File: src/rtl/codec_frame_timer.sv
// Serial-audio timing generator for a WM8731-style codec: prescales clk into bit phases,
// counts phase/bit/channel, and produces registered BCLK, LRCLK and timing strobes.
module codec_frame_timer #(
    parameter int DIV         = 125,
    parameter int PHASES      = 4,
    parameter int BITS_PER_CH = 16,
    parameter int CHANNELS    = 2,
    localparam int DW = $clog2(DIV),
    localparam int PW = ($clog2(PHASES) > 1) ? $clog2(PHASES) : 1,
    localparam int BW = ($clog2(BITS_PER_CH) > 1) ? $clog2(BITS_PER_CH) : 1,
    localparam int CW = ($clog2(CHANNELS) > 1) ? $clog2(CHANNELS) : 1
) (
    input  logic          clk,
    input  logic          reset,
    input  logic          en,
    input  logic [1:0]    mode,
    output logic [PW-1:0] phase,
    output logic [BW-1:0] nbit,
    output logic [CW-1:0] chan,
    output logic          phase_stb,
    output logic          frame_start,
    output logic          bclk,
    output logic          lrclk,
    output logic [1:0]    mode_act
);

    localparam logic [1:0] MODE_I2S = 2'd0;
    localparam logic [1:0] MODE_LJ  = 2'd1;
    localparam logic [1:0] MODE_DSP = 2'd2;

    localparam logic [DW-1:0] PRESC_LAST = DW'(DIV - 1);
    localparam logic [PW-1:0] PHASE_LAST = PW'(PHASES - 1);
    localparam logic [PW-1:0] PHASE_HIGH = PW'(PHASES / 2);
    localparam logic [BW-1:0] NBIT_LAST  = BW'(BITS_PER_CH - 1);
    localparam logic [CW-1:0] CHAN_LAST  = CW'(CHANNELS - 1);

    // The reserved encoding behaves as left-justified.
    function automatic logic [1:0] mode_map(input logic [1:0] md);
        logic [1:0] res;
        case (md)
            MODE_I2S: res = MODE_I2S;
            MODE_LJ:  res = MODE_LJ;
            MODE_DSP: res = MODE_DSP;
            default:  res = MODE_LJ;
        endcase
        return res;
    endfunction

    // I2S uses the parity of the channel owning the next bit, so odd CHANNELS still alternate.
    function automatic logic lrclk_decode(input logic [BW-1:0] nb,
                                          input logic [CW-1:0] ch,
                                          input logic [1:0]    md);
        logic [CW-1:0] ch_next;
        logic          res;
        ch_next = (ch == CHAN_LAST) ? {CW{1'b0}} : ch + CW'(1);
        case (md)
            MODE_I2S: res = (nb == NBIT_LAST) ? ch_next[0] : ch[0];
            MODE_DSP: res = (ch == {CW{1'b0}}) && (nb == {BW{1'b0}});
            default:  res = ch[0];
        endcase
        return res;
    endfunction

    logic [DW-1:0] presc_r;
    logic [PW-1:0] phase_r;
    logic [BW-1:0] nbit_r;
    logic [CW-1:0] chan_r;
    logic          phase_stb_r;
    logic          frame_start_r;
    logic          bclk_r;
    logic          lrclk_r;
    logic [1:0]    mode_act_r;

    logic          tick_s;
    logic          phase_wrap_s;
    logic          nbit_wrap_s;
    logic          chan_wrap_s;
    logic          frame_wrap_s;
    logic [DW-1:0] presc_nxt_s;
    logic [PW-1:0] phase_nxt_s;
    logic [BW-1:0] nbit_nxt_s;
    logic [CW-1:0] chan_nxt_s;
    logic [1:0]    mode_nxt_s;
    logic          bclk_nxt_s;
    logic          lrclk_nxt_s;

    // Next-state counters and the output values derived from them.
    always_comb begin
        tick_s       = en && (presc_r == PRESC_LAST);
        phase_wrap_s = (phase_r == PHASE_LAST);
        nbit_wrap_s  = (nbit_r == NBIT_LAST);
        chan_wrap_s  = (chan_r == CHAN_LAST);
        frame_wrap_s = tick_s && phase_wrap_s && nbit_wrap_s && chan_wrap_s;

        presc_nxt_s = presc_r;
        phase_nxt_s = phase_r;
        nbit_nxt_s  = nbit_r;
        chan_nxt_s  = chan_r;

        if (!en) begin
            presc_nxt_s = presc_r;
        end else if (tick_s) begin
            presc_nxt_s = {DW{1'b0}};
        end else begin
            presc_nxt_s = presc_r + DW'(1);
        end

        if (tick_s) begin
            phase_nxt_s = phase_wrap_s ? {PW{1'b0}} : phase_r + PW'(1);
        end else begin
            phase_nxt_s = phase_r;
        end

        if (tick_s && phase_wrap_s) begin
            nbit_nxt_s = nbit_wrap_s ? {BW{1'b0}} : nbit_r + BW'(1);
        end else begin
            nbit_nxt_s = nbit_r;
        end

        if (tick_s && phase_wrap_s && nbit_wrap_s) begin
            chan_nxt_s = chan_wrap_s ? {CW{1'b0}} : chan_r + CW'(1);
        end else begin
            chan_nxt_s = chan_r;
        end

        // A new mode takes effect together with the frame it starts.
        if (frame_wrap_s) begin
            mode_nxt_s = mode_map(mode);
        end else begin
            mode_nxt_s = mode_act_r;
        end

        bclk_nxt_s  = (phase_nxt_s >= PHASE_HIGH);
        lrclk_nxt_s = lrclk_decode(nbit_nxt_s, chan_nxt_s, mode_nxt_s);
    end

    // State and registered outputs; reset dominates enable.
    always_ff @(posedge clk) begin
        if (!reset) begin
            presc_r       <= {DW{1'b0}};
            phase_r       <= {PW{1'b0}};
            nbit_r        <= {BW{1'b0}};
            chan_r        <= {CW{1'b0}};
            phase_stb_r   <= 1'b0;
            frame_start_r <= 1'b0;
            bclk_r        <= 1'b0;
            mode_act_r    <= mode_map(mode);
            lrclk_r       <= lrclk_decode({BW{1'b0}}, {CW{1'b0}}, mode_map(mode));
        end else begin
            presc_r       <= presc_nxt_s;
            phase_r       <= phase_nxt_s;
            nbit_r        <= nbit_nxt_s;
            chan_r        <= chan_nxt_s;
            phase_stb_r   <= tick_s;
            frame_start_r <= frame_wrap_s;
            bclk_r        <= bclk_nxt_s;
            mode_act_r    <= mode_nxt_s;
            lrclk_r       <= lrclk_nxt_s;
        end
    end

    assign phase       = phase_r;
    assign nbit        = nbit_r;
    assign chan        = chan_r;
    assign phase_stb   = phase_stb_r;
    assign frame_start = frame_start_r;
    assign bclk        = bclk_r;
    assign lrclk       = lrclk_r;
    assign mode_act    = mode_act_r;

endmodule

File: config.mk
export PLATFORM = sky130hd
export DESIGN_NAME = codec_frame_timer
export DESIGN_NICKNAME = d
export VERILOG_FILES = /design/src/rtl/codec_frame_timer.sv
export SDC_FILE = /design/constraint.sdc
export NUM_CORES = 1
export LEC_CHECK = 0
export ABC_AREA = 0
export CELL_PAD_IN_SITES_DETAIL_PLACEMENT = 0
export CELL_PAD_IN_SITES_GLOBAL_PLACEMENT = 1
export CORE_UTILIZATION = 39
export DETAILED_ROUTE_END_ITERATION = 12
export PLACE_DENSITY_LB_ADDON = 0.1
export SYNTH_ARGS = -nofsm -noshare
export SYNTH_HDL_FRONTEND = slang
export SYNTH_SLANG_ARGS = --single-unit
export TNS_END_PERCENT = 50
File: constraint.sdc
create_clock -name clk -period 2.3 [get_ports clk]
set_clock_uncertainty 0.1 [all_clocks]
set_input_delay 0.46 -clock clk [delete_from_list [all_inputs] [get_ports clk]]
set_output_delay 0.46 -clock clk [all_outputs]
set_load 0.005 [all_outputs]
# Word level (Yosys, flattened, before mapping)

Cells that the tools add are included.

Bits in writable memories: 0
Memory bits (read-only): 0
Register bits after elaboration: 20
Memories kept: 0
Bits in latches: 0

Equal/unequal tests: 7
Bitwise logic cells: 1
Reductions and logical operators: 8
Shift-type cells: 0
Mux-type cells: 16
Multiply operators: 0
$lt $le $gt $ge: 1
Div/mod/pow operators: 0
Add/subtract/negate cells: 5

Operators by type and width:

| kind                | count |
|---|---|
| $mux 2              | 5 |
| $eq 2x2->1 const B  | 4 |
| $eq 4x4->1 const B  | 2 |
| $mux 4              | 2 |
| $add 7x1->7 const B | 1 |
| $eq 7x7->1 const B  | 1 |
| $mux 7              | 1 |
| $mux 1              | 6 |
| $logic_and 1x1->1   | 5 |
| $add 4x1->4 const B | 1 |
| $logic_not 2->1     | 2 |
| $logic_not 4->1     | 1 |
| $pmux 2 s2          | 1 |
| $add 1x1->1 const B | 2 |
| $add 2x1->2 const B | 1 |
| $ge 2x2->1 const B  | 1 |
| $pmux 1 s2          | 1 |
| $not 1->1           | 1 |

# Longest topological paths before layout

Gate-level depths: netlist of run 1.

Depth after elaboration: 10
Depth in mapped cells: 11
Depth with buffers taken out: 11

# Worst setup path after synthesis of run 1

No wires, ideal clock.

Path kind: input to register
Start point: input port en
End point: register lrclk_r (netlist: lrclk)
Required time: 2065 ps
Path slack: 169 ps
Cell stages on the path: 8
Data arrival time: 1897 ps
Path through: buf_4 -> nand4_1 -> nor2_4 -> and4_1 -> ha_1 -> mux2_2 -> nand2_1 -> o2111ai_1

Elaborated cells between the ends (all ways): 18

RTL lines:

| what                                                 | line | text |
|---|---|---|
| from (decl)                                          | 15   | `input logic en,` |
| $logic_and 1x1->1 *                                  | 89   | `tick_s = en && (presc_r == PRESC_LAST);` |
| $logic_and 1x1->1 * (3 in a row)                     | 93   | `frame_wrap_s = tick_s && phase_wrap_s && nbit_wrap_s && chan_wrap_s;` |
| net frame_wrap_s                                     | 78   | `logic frame_wrap_s;` |
| $mux 2 *                                             | 127  | `if (frame_wrap_s) begin` |
| $eq 2x2->1 / $logic_not 2->1 (equally long branches) | 56   | `case (md)` |
| $pmux 1 s2 *                                         | 56   |  |
| $mux 1 *                                             | 139  | `if (!reset) begin` |
| to (signal assigned)                                 | 148  | `lrclk_r <= lrclk_decode({BW{1'b0}}, {CW{1'b0}}, mode_map(mode));` |
| to (signal assigned)                                 | 158  | `lrclk_r <= lrclk_nxt_s;` |
| to (decl)                                            | 71   | `logic lrclk_r;` |

Mark *: on every way through the listed nets, which the timed path passes. The rest lies on a longest branch.
A chain may end at the register's enable or synchronous reset.

# Worst setup path after layout of run 1

Same ends and word-level chain as after synthesis.

==> flow_summary_export.csv, run 1 <==
group,metric,value,unit
sta,finalCritPeriodShare,92.4,%
routing,ant_nets,0,
setup_path,critPathLaunchType,"input pin",
finish,nets,149,
sta,setup_viol,0,
finish,drive_gt1_share,16.1,%
setup_path,end_kind,"flip-flop",
routing,finalWirelength,2100,um
power_and_ir_drop,ir_drop,0.370,mV
placement,gp_congestion,0.853,
logic_synthesis,avgSynthCellArea,9.25,um2
clocking,cts_tree,"built",
global_routing,grt_pass1_vias,780,
setup_path,worstReg2RegStart,"presc_r[0]",
sta,worst_slack,0.175,ns
sta,period_needed,2.12,ns
logic_synthesis,postSynthCellCount,113,
floorplanning,die_x,53.8,um
routing,wl_met2,953,um
floorplanning,top_level_ports,18,
setup_path,crit_arrival,2.20,ns
clocking,cts_root_buffer,"clkbuf_4",
logic_synthesis,synthFlopType,"dfxtp_1",
floorplanning,die_area,2890,um2
clocking,cts_max_path_buffers,2,
power_and_ir_drop,power_per_cell_area,433,nW/um2
sta,fmax,471,MHz
sta,final_max_slew_viol_count,0,
floorplanning,fp.dieH,53.8,um
clocking,post_cts_buffers,0,
placement,place_area,1280,um2
logic_synthesis,async_flop_share,0,%
routing,via_per_inst,5.14,
finish,fill_cells,248,
run_status,status,"complete, no violations",
finish,post-route-cell-area,1330,um2
sta,relSlewSlack,76.4,%
global_routing,grt_overflow,0,
global_routing,grt_use_total,16.8,%
logic_synthesis,netlist_area,1040,um2
setup_path,reg2regPathDepth,9,
sta,worst_hold_slack,0.436,ns
finish,diodes,0,
logic_synthesis,synth_common_cells,"dfxtp_1, nor2_1, nand2_1",
setup_path,crit_required,2.37,ns
floorplanning,core_area,2500,um2
placement,io_buffers,17,
logic_synthesis,synth.top_cell.area_share,38.3,%
placement,dp_cells,164,
global_routing,grt_max_degree,11,
clocking,clock_latency,0.30,ns
global_routing,grt_pass1_wl,3480,um
clocking,clkTransAtPathRegs,0.11,ns
sta,hold_viol_final,0,
routing,wl_met3,74,um
clocking,cts_sinks,20,
clocking,cts_hold_repair.buffers,0,
min_path,holdPathStages,2,
sta,tightest_slew,0.353,ns
power_and_ir_drop,totalPowerFinal,0.576,mW
finish,areaGrowthSynthToFinish,27.3,%
min_path,min_from,"presc_r[0]",
setup_path,critical_path_class,"in -> reg",
routing,routed-via-count,859,
routing,top_layer,"met4",
logic_synthesis,synth_cell_type_count,39,
clocking,ctsHtreeMaxLevel,1,
setup_path,crit_start,"en",
min_path,hold_class,"reg -> reg",
routing,post-route-drc-count,0,
sta,rsz0062_at_grt,"false",
logic_synthesis,synth.most_common_cell,"dfxtp_1",
finish,final_cells,167,
routing,drtIter0Drc,5,
global_routing,antenna_found_initial,0,
routing,drt-pass1-iter-count,4,
floorplanning,rows,18,
logic_synthesis,yosysTopAreaCell,"dfxtp_1",
logic_synthesis,synthTopCellsByArea,"dfxtp_1, ha_1, nor2_1",
sta,setup_tns,0,ns
setup_path,cp_max_fo,7,
routing,wl_met1,1060,um
logic_synthesis,ys_ff_latch,20,
placement,dp_hpwl,1560,um
power_and_ir_drop,p_leak,0.492,nW
logic_synthesis,ys_warn_count,0,
routing,wire_per_inst,12.6,um
logic_synthesis,syn-num-nets,123,
flow_run,maxCapViolCount,0,
clocking,tritoncts.num_buffers,3,
floorplanning,start_util,41.8,%
finish,final_util,53.2,%
logic_synthesis,synth_edf_count,0,
placement,post-place-ws,-0.202,ns
logic_synthesis,ys_seq_area_share,38.3,%
logic make-up after synthesis:
kind of cell	Yosys count	share of synthesized area [%]
simple gates	48	26.8
fa+ha+maj	5	5.99
buf+inv	7	3.71
mux	7	7.19
compound gates	20	12.9
xor+xnor	6	5.03
flops	20	38.3
worst paths after layout:
kind / slack (ns) / end
worst max-delay path: 0.18 / lrclk
worst min-delay path: 0.44 / presc_r[0]
worst max register to register: 0.22 / lrclk
worst min register to register: 0.44 / presc_r[0]
worst max-delay path: stages:
cell	delay (ns)
clkdlybuf4s50_1	0.48
nand4_1	0.19
nor2_4	0.13
and4_1	0.24
ha_4	0.18
mux2_2	0.34
nand2_1	0.07
o2111ai_1	0.10
area by class of cell:
| class | instances | area, um2 | area share [%] |
|---|---|---|---|
| clock buffers | 3 | 22.5 | 1.69 |
| inverters | 3 | 11.3 | 0.847 |
| multi-input cells | 86 | 628 | 47.2 |
| flip-flops and latches | 20 | 400 | 30.1 |
| well taps | 30 | 37.5 | 2.82 |
| repair buffers | 25 | 230 | 17.3 |
cell usage in the layout, fill, tap and decap left out, types with 2 or more instances in the layout:
cell,n
dfxtp_1,20
clkdlybuf4s50_1,17
nor2_1,15
nand2_1,10
buf_4,8
a21oi_1,6
mux2_2,4
o21ai_0,4
xor2_1,4
ha_1,4
inv_1,3
nand4_1,3
and2_1,3
nand3_1,3
mux2i_1,3
clkbuf_4,3
nor3_1,2
o2111ai_1,2
xnor2_1,2
sequential cells by signal, summed over array words and instances (netlist names):
name	flops
bclk	1
chan	1
frame_start	1
lrclk	1
mode_act	2
nbit	4
phase	2
phase_stb	1
presc_r	7
power breakdown:
group          switching (mW)  internal (mW)  total [mW]
registers             0.00765          0.354       0.361
logic                  0.0226         0.0303      0.0529
clock network           0.101         0.0611       0.162
per-layer routing:
layer	vias to the layer above	global-route usage, %
li1	451	-
met1	389	23.0
met2	17	24.3
met3	2	5.93
met4	0	5.26
met5	-	0
repair_timing:
action	CTS	global route
resized for setup	0	4
hold endpoints to repair	0	0
setup endpoints to repair	0	1
(Power assumes the default switching activity.)
==> inputs of run 2 (changes only) <==
Settings changed: ABC_AREA 0 to 1, CORE_UTILIZATION 39 to 36.
==> run 2 against run 1 <==
Net effect: sequential cell count stayed put; synthesized cell count is 19% higher; area after synthesis is 4.2% lower; critical endpoint unchanged; largest power group unchanged.
==> flow_summary_export.csv, run 2 <==
group,metric,value,unit
power_and_ir_drop,netSwitchingFraction,20.2,%
power_and_ir_drop,seqPwrFrac,51.1,%
run_status,status,"complete, no violations",
finish,fill_cells,275,
logic_synthesis,avgSynthCellArea,7.41,um2
setup_path,crit_buf_inv,3,
clocking,cts_max_path_buffers,2,
setup_path,crit_slowest_cell,"clkdlybuf4s50_1",
finish,drive_gt1_share,13.3,%
min_path,hold_class,"reg -> reg",
logic_synthesis,postSynthCellCount,135,
routing,routed-via-count,907,
placement,io_buffers,17,
placement,place_area,1280,um2
floorplanning,die_x,54.7,um
sta,final_max_slew_viol_count,0,
power_and_ir_drop,p_int,0.559,mW
power_and_ir_drop,power_per_cell_area,526,nW/um2
logic_synthesis,ys_warn_count,0,
routing,drtIter0Drc,12,
floorplanning,die_area,3000,um2
power_and_ir_drop,ir_drop,0.345,mV
global_routing,antenna_found_initial,0,
finish,final_util,52.4,%
logic_synthesis,yosysTopAreaCell,"dfxtp_1",
power_and_ir_drop,p_leak,0.596,nW
sta,period_needed,2.06,ns
setup_path,crit_chain,"clkdlybuf4s50_1 > nand2_2 > nor2_4 > nand3_4 > nor2_1 > ha_1 > mux2i_1 > inv_1 > nor2_1 > inv_1 > a21oi_1 > nand2_1 > nand2_1",
logic_synthesis,ys_seq_area_share,40.0,%
floorplanning,rows,18,
global_routing,grt_max_degree,13,
routing,post-route-drc-count,0,
clocking,tritoncts.num_buffers,3,
routing,via_per_inst,4.65,
sta,rsz0062_at_grt,"false",
sta,worst_hold_slack,0.375,ns
power_and_ir_drop,power.switching,0.142,mW
clocking,cts_hold_repair.buffers,0,
logic_synthesis,synthTopCellsByArea,"dfxtp_1, nand2_1, inv_1",
global_routing,grt_overflow,0,
finish,diodes,0,
logic_synthesis,syn-num-nets,145,
setup_path,crit_family,"buffers and inverters",
finish,layout.area.seq,400,um2
clocking,post_cts_buffers,0,
routing,wire_per_inst,10.8,um
setup_path,critical_path_class,"in -> reg",
floorplanning,core_area,2540,um2
finish,multi_input_area,514,um2
setup_path,crit_path_max_incr_delay,0.49,ns
power_and_ir_drop,pwr-share-comb,7.9,%
sta,hold_viol_final,0,
logic_synthesis,netlist_area,1000,um2
routing,finalWirelength,2110,um
sta,setup_viol,0,
sta,fmax,486,MHz
clocking,cts_sinks,20,
global_routing,grt_use_total,17.0,%
clocking,cts_root_buffer,"clkbuf_4",
finish,regMostFlops,"presc_r",
floorplanning,fp.dieH,54.7,um
global_routing,grt_pass1_vias,864,
power_and_ir_drop,totalPowerFinal,0.701,mW
setup_path,critPathLaunchType,"input pin",
logic_synthesis,ys_ff_latch,20,
finish,most-common-layout-cells,"nand2_1, inv_1, dfxtp_1, nor2_1, clkdlybuf4s50_1",
routing,drt-pass1-iter-count,3,
sta,tightest_slew,0.364,ns
placement,gp_congestion,0.726,
floorplanning,start_util,39.3,%
placement,dp_hpwl,1690,um
finish,nets,176,
power_and_ir_drop,pwr-share-clk,41.0,%
finish,largest_reg_flops,7,
clocking,clock_latency,0.30,ns
clocking,clkTransAtPathRegs,0.12,ns
logic_synthesis,synthFlopType,"dfxtp_1",
setup_path,crit_arrival,2.21,ns
finish,layout_commonest_cell,"nand2_1",
floorplanning,top_level_ports,18,
finish,post-route-cell-area,1330,um2
clocking,cts_resized,0,
setup_path,end_kind,"flip-flop",
logic_synthesis,synth.most_common_cell,"nand2_1",
clocking,ctsHtreeMaxLevel,1,
logic_synthesis,synth_edf_count,0,
sta,setup_tns,0,ns
setup_path,cp_max_fo,2,
flow_run,maxCapViolCount,0,
logic_synthesis,synth_common_cells,"nand2_1, inv_1, dfxtp_1",
global_routing,grt_pass1_wl,3610,um
finish,areaGrowthSynthToFinish,33.1,%
sta,relSlewSlack,75.5,%
logic_synthesis,synth_cell_type_count,21,
routing,ant_nets,0,
clocking,cts_tree,"built",
logic_synthesis,async_flop_share,0,%
logic_synthesis,synth.top_cell.area_share,40.0,%
setup_path,crit_required,2.45,ns
sta,finalCritPeriodShare,89.4,%
-- run 2: cell count changes after synthesis, sizes merged, moves of 4 or more --
cell	change
inv	+19
nand2	+19
nand3	+6
nor2	+5
mux2	-4
-- run 2: kinds of logic (layout without fill, tap and decap cells) --
family	count (synthesis)	in the layout	share of synthesized area, %
adders and majority gates	5	5	6.25
xor gates and xnor gates	2	2	1.75
buffers and inverters	23	53	8.62
muxes	1	1	1.00
DFF	20	20	40.0
AOI/OAI and AO/OA	16	16	10.0
and+or+nand+nor	68	68	32.4
-- run 2: layer usage --
layer	track usage, %	vias to the layer above	routed length (um)
met4	8.55	0	20
met2	29.3	10	998
met3	2.78	2	50
li1	-	492	-
met1	20.0	403	1040
met5	0	-	0
-- run 2: final timing paths --
path	from	to	slack [ns]	cells past startpoint
setup reg to reg	presc_r[0]	lrclk	0.25	13
hold / removal	presc_r[3]	presc_r[3]	0.38	2
hold reg to reg	presc_r[3]	presc_r[3]	0.38	2
setup / recovery	en	lrclk	0.24	13
-- run 2: area by class of cell --
class	instances	share of cell area [%]
Timing Repair Buffer	27	18.4
Multi-Input combinational cell	92	38.6
Clock buffer	3	1.69
Sequential cell	20	30.0
Tap cell	30	2.82
Inverter	22	6.20
Clock inverter	1	2.25
-- run 2: power groups by stage --
stage,sequential [mW],combinational (mW),clock [mW]
6_report,0.358,0.0556,0.287
5_1_grt,0.359,0.0632,0.305
4_1_cts,0.358,0.0561,0.295
3_5_place_dp,0.366,0.0560,0
3_3_place_gp,0.365,0.0553,0
2_1_floorplan,0.365,0.0241,0
-- run 2: per-stage QoR --
stage	setup slack, ns	cells
after floorplan	0.395	135
after global placement	0.0220	191
after detailed placement	-0.0756	191
after CTS	0.238	195
after global routing	0.0486	195
final	0.243	195
-- run 2: worst reg2reg max path, stage by stage (launching register included) --
cell and delay, ns:
dfxtp_1 0.37, inv_1 0.08, ha_1 0.19, inv_1 0.08
nor2_4 0.05, nand3_4 0.07, nor2_1 0.05, ha_1 0.21
buf_4 0.14, o21ai_0 0.32, inv_1 0.07, a21oi_1 0.15
nand2_1 0.07, nand2_1 0.05
==> inputs of run 3 (changes only) <==
Clock period 2.3 ns to 1.95 ns, I/O delays scaled along.
==> run 3 against run 2 <==
Net effect: setup slack worse by 0.13 ns; hold slack got worse by 0.0010 ns; via count increased by 7.3%; utilization grew 5.5 points; register-to-register slack worse by 0.13 ns; non-clock buffer count up 15; critical path type is now reg -> reg; final cell count is 7.7% higher; critical path depth fell by 1; first-iteration DRC count is 17% lower.
==> flow_summary_export.csv, run 3 (same netlist as run 2, synthesis figures left out) <==
group,metric,value,unit
run_status,status,"complete, no violations",
placement,dp_cells,204,
floorplanning,start_util,39.3,%
finish,largest_reg_flops,7,
clocking,cts_root_buffer,"clkbuf_4",
global_routing,grt_pass1_vias,953,
setup_path,critPathLaunchType,"flip-flop",
setup_path,crit_path_max_incr_delay,0.34,ns
sta,finalCritPeriodShare,94.0,%
sta,final_max_slew_viol_count,0,
setup_path,crit_buf_inv,4,
routing,wire_per_inst,10.8,um
clocking,tritoncts.num_buffers,3,
placement,place_area,1380,um2
floorplanning,core_area,2540,um2
min_path,hold_class,"reg -> reg",
floorplanning,fp.dieH,54.7,um
routing,finalWirelength,2270,um
routing,via_per_inst,4.63,
finish,regMostFlops,"presc_r",
setup_path,end_kind,"flip-flop",
power_and_ir_drop,ir_drop,0.365,mV
setup_path,crit_arrival,1.95,ns
sta,hold_viol_final,0,
routing,drt-pass1-iter-count,4,
global_routing,grt_use_total,18.5,%
finish,diodes,0,
global_routing,grt_overflow,0,
routing,ant_nets,0,
sta,fmax,546,MHz
power_and_ir_drop,p_leak,0.660,nW
setup_path,worstReg2RegStart,"presc_r[1]",
floorplanning,top_level_ports,18,
clocking,cts_hold_repair.buffers,0,
clocking,clock_latency,0.30,ns
finish,most-common-layout-cells,"nand2_1, buf_4, inv_1, dfxtp_1",
clocking,cts_max_path_buffers,2,
min_path,min_from,"presc_r[3]",
setup_path,cp_max_fo,2,
setup_path,crit_chain,"inv_2 > ha_4 > inv_2 > nor2_4 > nand3_4 > nor2_4 > ha_4 > mux2i_1 > inv_1 > buf_4 > a21oi_1 > nand2_1",
global_routing,antenna_found_initial,0,
placement,io_buffers,17,
finish,post-route-cell-area,1470,um2
global_routing,grt_max_degree,12,
placement,gp_congestion,0.791,
finish,areaGrowthSynthToFinish,47.1,%
floorplanning,rows,18,
finish,drive_gt1_share,26.7,%
power_and_ir_drop,power_per_cell_area,511,nW/um2
routing,routed-via-count,973,
sta,period_needed,1.83,ns
floorplanning,die_area,3000,um2
setup_path,critical_path_class,"reg -> reg",
global_routing,grt_pass1_wl,3910,um
sta,setup_viol,0,
sta,tightest_slew,0.304,ns
flow_run,maxCapViolCount,0,
finish,final_cells,210,
sta,relSlewSlack,79.5,%
setup_path,crit_start,"presc_r[1]",
setup_path,crit_family,"simple AND/OR/NAND/NOR gates",
clocking,cts_tree,"built",
routing,post-route-drc-count,0,
floorplanning,die_x,54.7,um
finish,layout_commonest_cell,"nand2_1",
clocking,clkTransAtPathRegs,0.12,ns
setup_path,crit_slowest_cell,"dfxtp_2",
clocking,ctsHtreeMaxLevel,1,
clocking,cts_sinks,20,
sta,rsz0062_at_grt,"true",
finish,nets,191,
setup_path,crit_required,2.06,ns
placement,dp_hpwl,1780,um
routing,drtIter0Drc,10,
[run 3: final cells by class]
type	count	area, um2
Clock buffer	4	36.3
Fill cell	251	1070
Inverter	22	82.6
Multi-Input combinational cell	92	557
Sequential cell	20	403
Tap cell	30	37.5
Timing Repair Buffer	42	357
[run 3: power breakdown]
group,total [mW],switching (mW),internal [mW]
Sequential,0.423,0.00527,0.418
Combinational,0.0858,0.0381,0.0478
Clock,0.244,0.130,0.114
[run 3: worst min-delay path: stages (launching register included)]
cell and delay (ns):
dfxtp_1 0.33, inv_1 0.06, a21oi_1 0.05
[run 3: path summary, 6_finish.rpt]
kind / end / slack [ns] / cells past startpoint
hold / removal: presc_r[3] / 0.37 / 2
setup / recovery: lrclk / 0.12 / 12
setup reg to reg: lrclk / 0.12 / 12
hold reg to reg: presc_r[3] / 0.37 / 2
[run 3: timing repair]
action                                  in CTS  in global routing
cloned                                       0                  0
pin swaps                                    3                  7
buffers inserted                             1                  1
endpoints found under the setup margin       1                  3
hold endpoints to repair                     0                  0
gates resized for setup                      4                 12
[run 3: routing by layer]
layer | wire [um] | global-route usage, %
met1 | 1030 | 21.4
met4 | 51 | 11.1
met5 | 0 | 0
met2 | 1130 | 31.1
met3 | 62 | 3.33
[run 3: per-stage QoR]
step	setup slack, ns	hold WS (ns)	utilization [%]	TNS (ns)	total power [mW]
final	0.117	0.374	57.9	0	0.753
after global routing	-0.0499	0.432	57.9	-0.0499	0.791
after CTS	0.00423	0.377	56.1	0	0.753
after detailed placement	-0.350	0.358	54.1	-0.919	0.505
after global placement	-0.242	0.349	54.1	-0.605	0.502
after floorplan	0.0445	0.336	-	0	0.459
